**src/rtl/pp_input_cond.sv**
```systemverilog
// pp_input_cond: two-channel synchronise + debounce front end for the PP_6
// sequence detector. Each channel has a 2-flop synchroniser followed by a
// STABLE/PENDING debounce FSM. A new synchronised level is accepted once it
// has been seen on DEB_CYCLES consecutive cycles. The block also produces a
// registered one-cycle chg pulse whenever the clean a and/or b level changes.
// Optional build macro: PP_COND_EDGE_EN adds registered a_rise/b_rise pulses.

// One debounce channel. out_o is the registered clean level; upd_o is
// combinational and flags that out_o takes a new value at the next edge.
module pp_cond_chan #(
    parameter int DEB_CYCLES = 4,
    parameter int CNT_W      = 3
) (
    input  logic Clk,
    input  logic Rst,
    input  logic raw_i,
    output logic out_o,
    output logic upd_o
);
    typedef enum logic {STABLE, PENDING} state_t;

    localparam logic [CNT_W-1:0] DEB_C = CNT_W'(DEB_CYCLES);

    state_t           state_q, state_d;
    logic [CNT_W-1:0] cnt_q, cnt_d, cnt_inc;
    logic             s1_q, s2_q;
    logic             out_q, out_d;

    // cnt_q holds how many consecutive differing samples have been seen so
    // far, so the sample that brings the count to DEB_CYCLES is the one that
    // updates the output. It therefore never exceeds DEB_CYCLES-1 and cannot
    // wrap.
    assign cnt_inc = cnt_q + 1'b1;

    // Synchroniser, FSM state, counter and clean output registers.
    always_ff @(posedge Clk or negedge Rst) begin
        if (!Rst) begin
            s1_q    <= 1'b0;
            s2_q    <= 1'b0;
            state_q <= STABLE;
            cnt_q   <= '0;
            out_q   <= 1'b0;
        end else begin
            s1_q    <= raw_i;
            s2_q    <= s1_q;
            state_q <= state_d;
            cnt_q   <= cnt_d;
            out_q   <= out_d;
        end
    end

    // Debounce next-state logic: qualify a differing s2 level for DEB_CYCLES
    // consecutive samples; any return to the current level cancels it.
    always_comb begin
        state_d = state_q;
        cnt_d   = cnt_q;
        out_d   = out_q;
        case (state_q)
            STABLE: begin
                cnt_d = '0;
                if (s2_q != out_q) begin
                    if (DEB_CYCLES == 1) begin
                        out_d = s2_q;
                    end else begin
                        state_d = PENDING;
                        cnt_d   = CNT_W'(1);
                    end
                end
            end
            PENDING: begin
                if (s2_q == out_q) begin
                    state_d = STABLE;
                    cnt_d   = '0;
                end else if (cnt_inc == DEB_C) begin
                    out_d   = s2_q;
                    cnt_d   = '0;
                    state_d = STABLE;
                end else begin
                    cnt_d = cnt_inc;
                end
            end
            default: begin
                state_d = STABLE;
                cnt_d   = '0;
            end
        endcase
    end

    assign out_o = out_q;
    assign upd_o = (out_d != out_q);
endmodule

// Top: two identical channels (index 0 = A, 1 = B) plus change flags.
module pp_input_cond #(
    parameter int DEB_CYCLES = 4,
    parameter int CNT_W      = 3
) (
    input  logic Clk,
    input  logic Rst,
    input  logic a_raw,
    input  logic b_raw,
    output logic a,
    output logic b,
`ifdef PP_COND_EDGE_EN
    output logic a_rise,
    output logic b_rise,
`endif
    output logic chg
);
    logic [1:0] raw, out, upd;
    logic       chg_q, chg_d;

    assign raw = {b_raw, a_raw};

    for (genvar i = 0; i < 2; i++) begin : g_ch
        pp_cond_chan #(
            .DEB_CYCLES (DEB_CYCLES),
            .CNT_W      (CNT_W)
        ) u_chan (
            .Clk   (Clk),
            .Rst   (Rst),
            .raw_i (raw[i]),
            .out_o (out[i]),
            .upd_o (upd[i])
        );
    end

    // chg is registered on the same edge that updates a/b, so it is high
    // during the first cycle the new level is visible; a simultaneous A and
    // B update still yields a single pulse.
    assign chg_d = |upd;

    // Change-flag register.
    always_ff @(posedge Clk or negedge Rst) begin
        if (!Rst) chg_q <= 1'b0;
        else      chg_q <= chg_d;
    end

    assign a   = out[0];
    assign b   = out[1];
    assign chg = chg_q;

`ifdef PP_COND_EDGE_EN
    logic [1:0] rise_q, rise_d;

    // A rising edge is an update while the current clean level is 0.
    assign rise_d = upd & ~out;

    // Rising-edge flag registers, aligned with chg.
    always_ff @(posedge Clk or negedge Rst) begin
        if (!Rst) rise_q <= 2'b00;
        else      rise_q <= rise_d;
    end

    assign a_rise = rise_q[0];
    assign b_rise = rise_q[1];
`endif
endmodule
```
**config.mk**
```make
export PLATFORM = sky130hd
export DESIGN_NAME = pp_input_cond
export DESIGN_NICKNAME = d
export VERILOG_FILES = /design/src/rtl/pp_input_cond.sv
export SDC_FILE = /design/constraint.sdc
export NUM_CORES = 1
export LEC_CHECK = 0
export CAP_MARGIN = 10
export CORE_AREA = 2 2 39 41
export CTS_CLUSTER_DIAMETER = 60
export DETAILED_ROUTE_END_ITERATION = 10
export DIE_AREA = 0 0 41 43
export GPL_TIMING_DRIVEN = 0
export PLACE_DENSITY = 0.68
export SLEW_MARGIN = 40
export SYNTH_ARGS = -nofsm -noshare
export SYNTH_HDL_FRONTEND = slang
export SYNTH_SLANG_ARGS = --single-unit
```
**constraint.sdc**
```tcl
create_clock -name Clk -period 4 [get_ports Clk]
set_input_delay 0.8 -clock Clk [delete_from_list [all_inputs] [get_ports Clk]]
set_output_delay 0.8 -clock Clk [all_outputs]
set_load 0.005 [all_outputs]
```
==> metrics.yaml, run 1 <==
setup_path:
  required_ns: 3.20
  crit_slowest_cell: "clkdlybuf4s50_1"
  critPathMaxFanout: 4
  arrival_ns: 1.23
  cp-start-kind: "flip-flop"
  critical-path-top-delay-family: "buffers and inverters"
  cp_cell_sequence: "clkdlybuf4s50_1"
  max_stage_delay_ns: 0.53
  crit_buf_inv: 1
  cp-end-kind: "output pin"
  crit_type: "reg -> out"
sta:
  setup_violations: 0
  setup_tns_ns: 0
  maxSlewViolCount: 0
  finalClockSkew_ns: 0.001774
  worstMarginPinSlew_ns: 0.6491
  hold_viol: 0
  max_freq_ghz: 0.4927
  period_needed_ns: 2.030
  rsz0062_at_grt: "false"
  period_share_pct: 50.74
  slew_headroom_pct: 56.59
global_routing:
  grt_pass1_wl_um: 1497
  antenna_found_initial: 0
  grt_max_degree: 16
  grt_pass1_vias: 343
  grt_overflow_total: 0
  track_usage_pct: 13.43
cts:
  cts-htree-levels: 1
  cts_made_buffers: 3
  cts_hold_buf: 0
  clock-root-buffer: "clkbuf_4"
  cts_setup_buffers: 0
  clkSlewWorstSetupHoldPaths_ns: 0.09
  cts_buffer_depth: 2
  ctsResizeCount: 0
  insertion_delay_ns: 0.28
  cts_tree: "done"
  cts.sinks: 15
yosys:
  synth_area_leader_cell: "dfrtp_1"
  ys_warn_count: 0
  netlist-cell-type-count: 17
  syn_inst: 40
  synth_top_cell_area_share_pct: 63.29
  ys_ff_latch: 15
  synthesis.area_um2: 593.1
  synthTopCellsByArea: "dfrtp_1 63%, ha_1 8.4%, xor2_1 5.9%"
  ys_seq_area_share_pct: 63.29
  synth_area_per_cell_um2: 14.83
  synth_nets: 48
outcome:
  status: "finished, final reports clean"
placement:
  gp_congestion: 0.6242
  hpwl_um: 633.7
  portBuffers: 6
floorplan:
  design.die.area_um2: 1763
  initial_core_util_pct: 42.86
  io_pins: 7
  num_rows: 14
  die_h_um: 43
  coreArea_um2: 1384
  die_w_um: 41
routing:
  wl_met2_um: 434
  drt-initial-drc-count: 1
  top_layer: "met4"
  wl_per_cell_um: 12.95
  met1Wirelength_um: 368
  vias: 330
  viasPerCell: 5.000
  ant_nets: 0
  met3WireLength_um: 40
  routed_wl_um: 855
  drtPass1Iterations: 2
  drcViolationCount: 0
power_and_ir_drop:
  power_density_nw_per_um2: 407.2
  finalPower_uw: 284.8
  ir_drop_v: 0.0002165
  p_leak_nw: 0.3511
layout:
  final_layout_size_suffix_gt1_share_pct: 18.00
  diodes: 0
  layout.cells.most_common: "dfrtp_1"
  nets: 59
  mostFrequentLayoutCells: "15 x dfrtp_1, 6 x clkdlybuf4s50_1, 4 x xor2_1, 4 x ha_1"
  areaGrowthSynthToFinish_pct: 17.93
min_path:
  hold_class: "reg -> reg"
job:
  cap_violations: 0
[worst paths after layout]
kind | start | endpoint | slack [ns] | cells past startpoint
max | g_ch[1].u_chan.out_o$_DFF_PN0_ | b | 1.97 | 1
min | g_ch[0].u_chan.s1_q$_DFF_PN0_ | g_ch[0].u_chan.s2_q$_DFF_PN0_ | 0.36 | 0
max reg2reg | g_ch[1].u_chan.cnt_q[0]$_DFF_PN0_ | g_ch[1].u_chan.out_o$_DFF_PN0_ | 2.53 | 4
min reg2reg | g_ch[0].u_chan.s1_q$_DFF_PN0_ | g_ch[0].u_chan.s2_q$_DFF_PN0_ | 0.36 | 0
max in group asynchronous | Rst | g_ch[0].u_chan.cnt_q[2]$_DFF_PN0_ | 2.67 | 1
min in group asynchronous | Rst | g_ch[1].u_chan.out_o$_DFF_PN0_ | 0.91 | 1
[metrics by stage]
stage	area (µm²)	cells	utilization (%)	worst slack [ns]	hold slack, ns
6_report	699.4	66	50.54	1.970	0.3605
5_1_grt	699.4	66	50.54	1.913	0.3719
4_1_cts	699.4	66	50.54	1.962	0.3654
3_5_place_dp	673.1	62	48.64	2.281	0.3463
3_3_place_gp	673.1	62	48.64	2.293	0.3392
2_1_floorplan	593.1	40	-	2.627	0.3312
[power by group]
part           switching (mW)  total, mW  internal (mW)  leakage [nW]
registers             0.00904      0.172          0.163         0.191
clock network          0.0469     0.0856         0.0387        0.0150
logic                  0.0128     0.0276         0.0148         0.145
[cell families after synthesis]
logic type      share of synthesized area (%)
flops                                   63.29
simple gates                            13.71
xor+xnor                                7.384
fa+ha+maj                               8.439
compound gates                          2.743
mux                                     4.430
[cell usage after synthesis (all sizes together)]
library cell and number:
a211oi 1, and2 1, and3 4, and4b 1, dfrtp 15, ha 4
mux2 2, nand2 3, nand3 1, nor2 1, nor3b 1, o2bb2ai 1
xnor2 1, xor2 4
[metal layers]
metal  vias up  track usage [%]
li1        156                -
met1       165            18.37
met2         7            17.81
met3         2            4.712
met4         0            8.000
met5         -                0
[flip-flops by register name, summed over array words and instances (netlist names)]
name                 flops
chg                      1
g_ch.u_chan.out_o        2
g_ch.u_chan.s2_q         2
g_ch.u_chan.state_q      2
g_ch.u_chan.s1_q         2
g_ch.u_chan.cnt_q        6
[cell type report]
class,count,area [µm²]
timing repair buffer,6,60.06
sequential,15,375.4
fill,116,684.4
tap,16,20.02
clock buffer,4,26.28
multi-input combinational,25,217.7
Note: power is estimated with default switching activity, not from simulation.
==> run 2: changes to the inputs <==
--- a/config.mk
+++ b/config.mk
@@ -6,12 +6,12 @@
 export NUM_CORES = 1
 export LEC_CHECK = 0
 export CAP_MARGIN = 10
-export CORE_AREA = 2 2 39 41
+export CORE_MARGIN = 2
+export CORE_UTILIZATION = 45
 export CTS_CLUSTER_DIAMETER = 60
 export DETAILED_ROUTE_END_ITERATION = 10
-export DIE_AREA = 0 0 41 43
 export GPL_TIMING_DRIVEN = 0
-export PLACE_DENSITY = 0.68
+export PLACE_DENSITY = 0.71
 export SLEW_MARGIN = 40
 export SYNTH_ARGS = -nofsm -noshare
 export SYNTH_HDL_FRONTEND = slang
==> constraint.sdc (replaced) <==
create_clock -name Clk -period 1.7 [get_ports Clk]
set_input_delay 0.34 -clock Clk [delete_from_list [all_inputs] [get_ports Clk]]
set_output_delay 0.34 -clock Clk [all_outputs]
set_load 0.005 [all_outputs]
==> run 2 against run 1 <==
Hold slack better by 0.0053 ns. Combinational power up 140%. Routed wire length grew 1.5%. Setup slack got worse by 1.8 ns. Flip-flop and latch count stayed put. Non-clock buffer count is the same. Sequential power is 130% higher. Critical endpoint unchanged. Highest routed layer is now met3.
==> metrics.yaml, run 2 (same netlist as run 1, synthesis figures left out) <==
layout:
  areaGrowthSynthToFinish_pct: 17.93
  fin_area_um2: 699.4
  layout.cells.most_common: "dfrtp_1"
  nets: 59
  seq_area_um2: 375.4
  mostFrequentLayoutCells: "15 x dfrtp_1, 6 x clkdlybuf4s50_1, 4 x xor2_1, 4 x ha_1"
  top_register: "g_ch.u_chan.cnt_q"
  n_fill_cell: 111
  multi_input_area_um2: 217.7
  diodes: 0
  post-route-util_pct: 55.13
  final_layout_size_suffix_gt1_share_pct: 20.00
  largest_register_ffs: 6
setup_path:
  crit_slowest_cell: "clkdlybuf4s50_1"
  required_ns: 1.36
  crit_buf_inv: 1
  cp-start-kind: "flip-flop"
  critPathMaxFanout: 4
  critical-path-top-delay-family: "buffers and inverters"
  cp_cell_sequence: "clkdlybuf4s50_1"
  cp-end-kind: "output pin"
  crit_type: "reg -> out"
  arrival_ns: 1.20
  max_stage_delay_ns: 0.52
floorplan:
  die_h_um: 40.31
  num_rows: 13
  die_w_um: 40.31
  coreArea_um2: 1269
  io_pins: 7
  initial_core_util_pct: 46.75
  design.die.area_um2: 1624
global_routing:
  grt_pass1_wl_um: 1455
  track_usage_pct: 14.22
  grt_max_degree: 16
  grt_overflow_total: 0
  antenna_found_initial: 0
  grt_pass1_vias: 353
routing:
  drtPass1Iterations: 1
  drt-initial-drc-count: 0
  wl_per_cell_um: 13.35
  viasPerCell: 5.000
  drcViolationCount: 0
  routed_wl_um: 868
  vias: 325
  ant_nets: 0
power_and_ir_drop:
  power_density_nw_per_um2: 949.2
  p_leak_nw: 0.3538
  ir_drop_v: 0.0005184
cts:
  ctsResizeCount: 0
  cts-htree-levels: 1
  insertion_delay_ns: 0.27
  clock-root-buffer: "clkbuf_4"
  clkSlewWorstSetupHoldPaths_ns: 0.08
  cts.sinks: 15
  cts_hold_buf: 0
  cts_buffer_depth: 2
  cts_setup_buffers: 0
  cts_made_buffers: 3
  cts_tree: "done"
sta:
  period_share_pct: 90.74
  timing.final.ws_setup_ns: 0.1575
  worstMarginPinSlew_ns: 0.6442
  max_freq_ghz: 0.6483
  rsz0062_at_grt: "false"
  maxSlewViolCount: 0
  setup_violations: 0
  period_needed_ns: 1.543
  setup_tns_ns: 0
  hold_viol: 0
  slew_headroom_pct: 56.92
  finalClockSkew_ns: 0.001206
job:
  cap_violations: 0
placement:
  hpwl_um: 698.2
  gp_congestion: 0.6857
  dp_slack_ns: 0.1968
  place_area_um2: 671.9
  portBuffers: 6
min_path:
  hold_class: "reg -> reg"
outcome:
  status: "finished, final reports clean"
==> run 2: changes by cell type in the layout (fill, tap and decap cells not counted) <==
| cell | change |
|---|---|
| clkbuf_1 | -1 |
| clkinv_2 | +1 |
==> run 2: metrics by stage <==
step	cells	power (mW)	hold slack, ns
after floorplan	40	0.4435	0.04441
after global placement	61	0.4676	0.3414
after detailed placement	61	0.4784	0.3380
after CTS	65	0.6721	0.3682
after global routing	65	0.7031	0.3836
final	65	0.6639	0.3657
==> run 2: worst paths after layout <==
check                                                    end  slack (ns)                               from  cells past startpoint
setup / recovery                                           b        0.16     g_ch[1].u_chan.out_o$_DFF_PN0_                      1
hold / removal                 g_ch[1].u_chan.s2_q$_DFF_PN0_        0.37      g_ch[1].u_chan.s1_q$_DFF_PN0_                      0
setup reg to reg              g_ch[1].u_chan.out_o$_DFF_PN0_        0.20  g_ch[1].u_chan.cnt_q[0]$_DFF_PN0_                      4
hold reg to reg                g_ch[1].u_chan.s2_q$_DFF_PN0_        0.37      g_ch[1].u_chan.s1_q$_DFF_PN0_                      0
max in group asynchronous      g_ch[1].u_chan.s1_q$_DFF_PN0_        0.83                                Rst                      1
min in group asynchronous  g_ch[0].u_chan.cnt_q[1]$_DFF_PN0_        0.46                                Rst                      1
==> run 2: area by class of cell <==
cell class,count,share of cell area [%]
clock inverter,1,0.7156
clock buffer,3,3.220
timing repair buffer,6,8.587
multi-input combinational,25,31.13
sequential,15,53.67
tap,15,2.683
==> run 2: routing by layer <==
metal | track usage, % | vias up | wire length [µm]
met5 | 0 | - | 0
met4 | 5.000 | 0 | 0
met3 | 3.333 | 0 | 30
met2 | 25.81 | 5 | 499
met1 | 16.13 | 163 | 339
li1 | - | 157 | -
==> run 2: report_power, final <==
part | leakage [nW] | switching [mW] | internal [mW]
clock | 0.0177 | 0.107 | 0.0871
sequential | 0.191 | 0.0215 | 0.383
combinational | 0.145 | 0.0304 | 0.0349
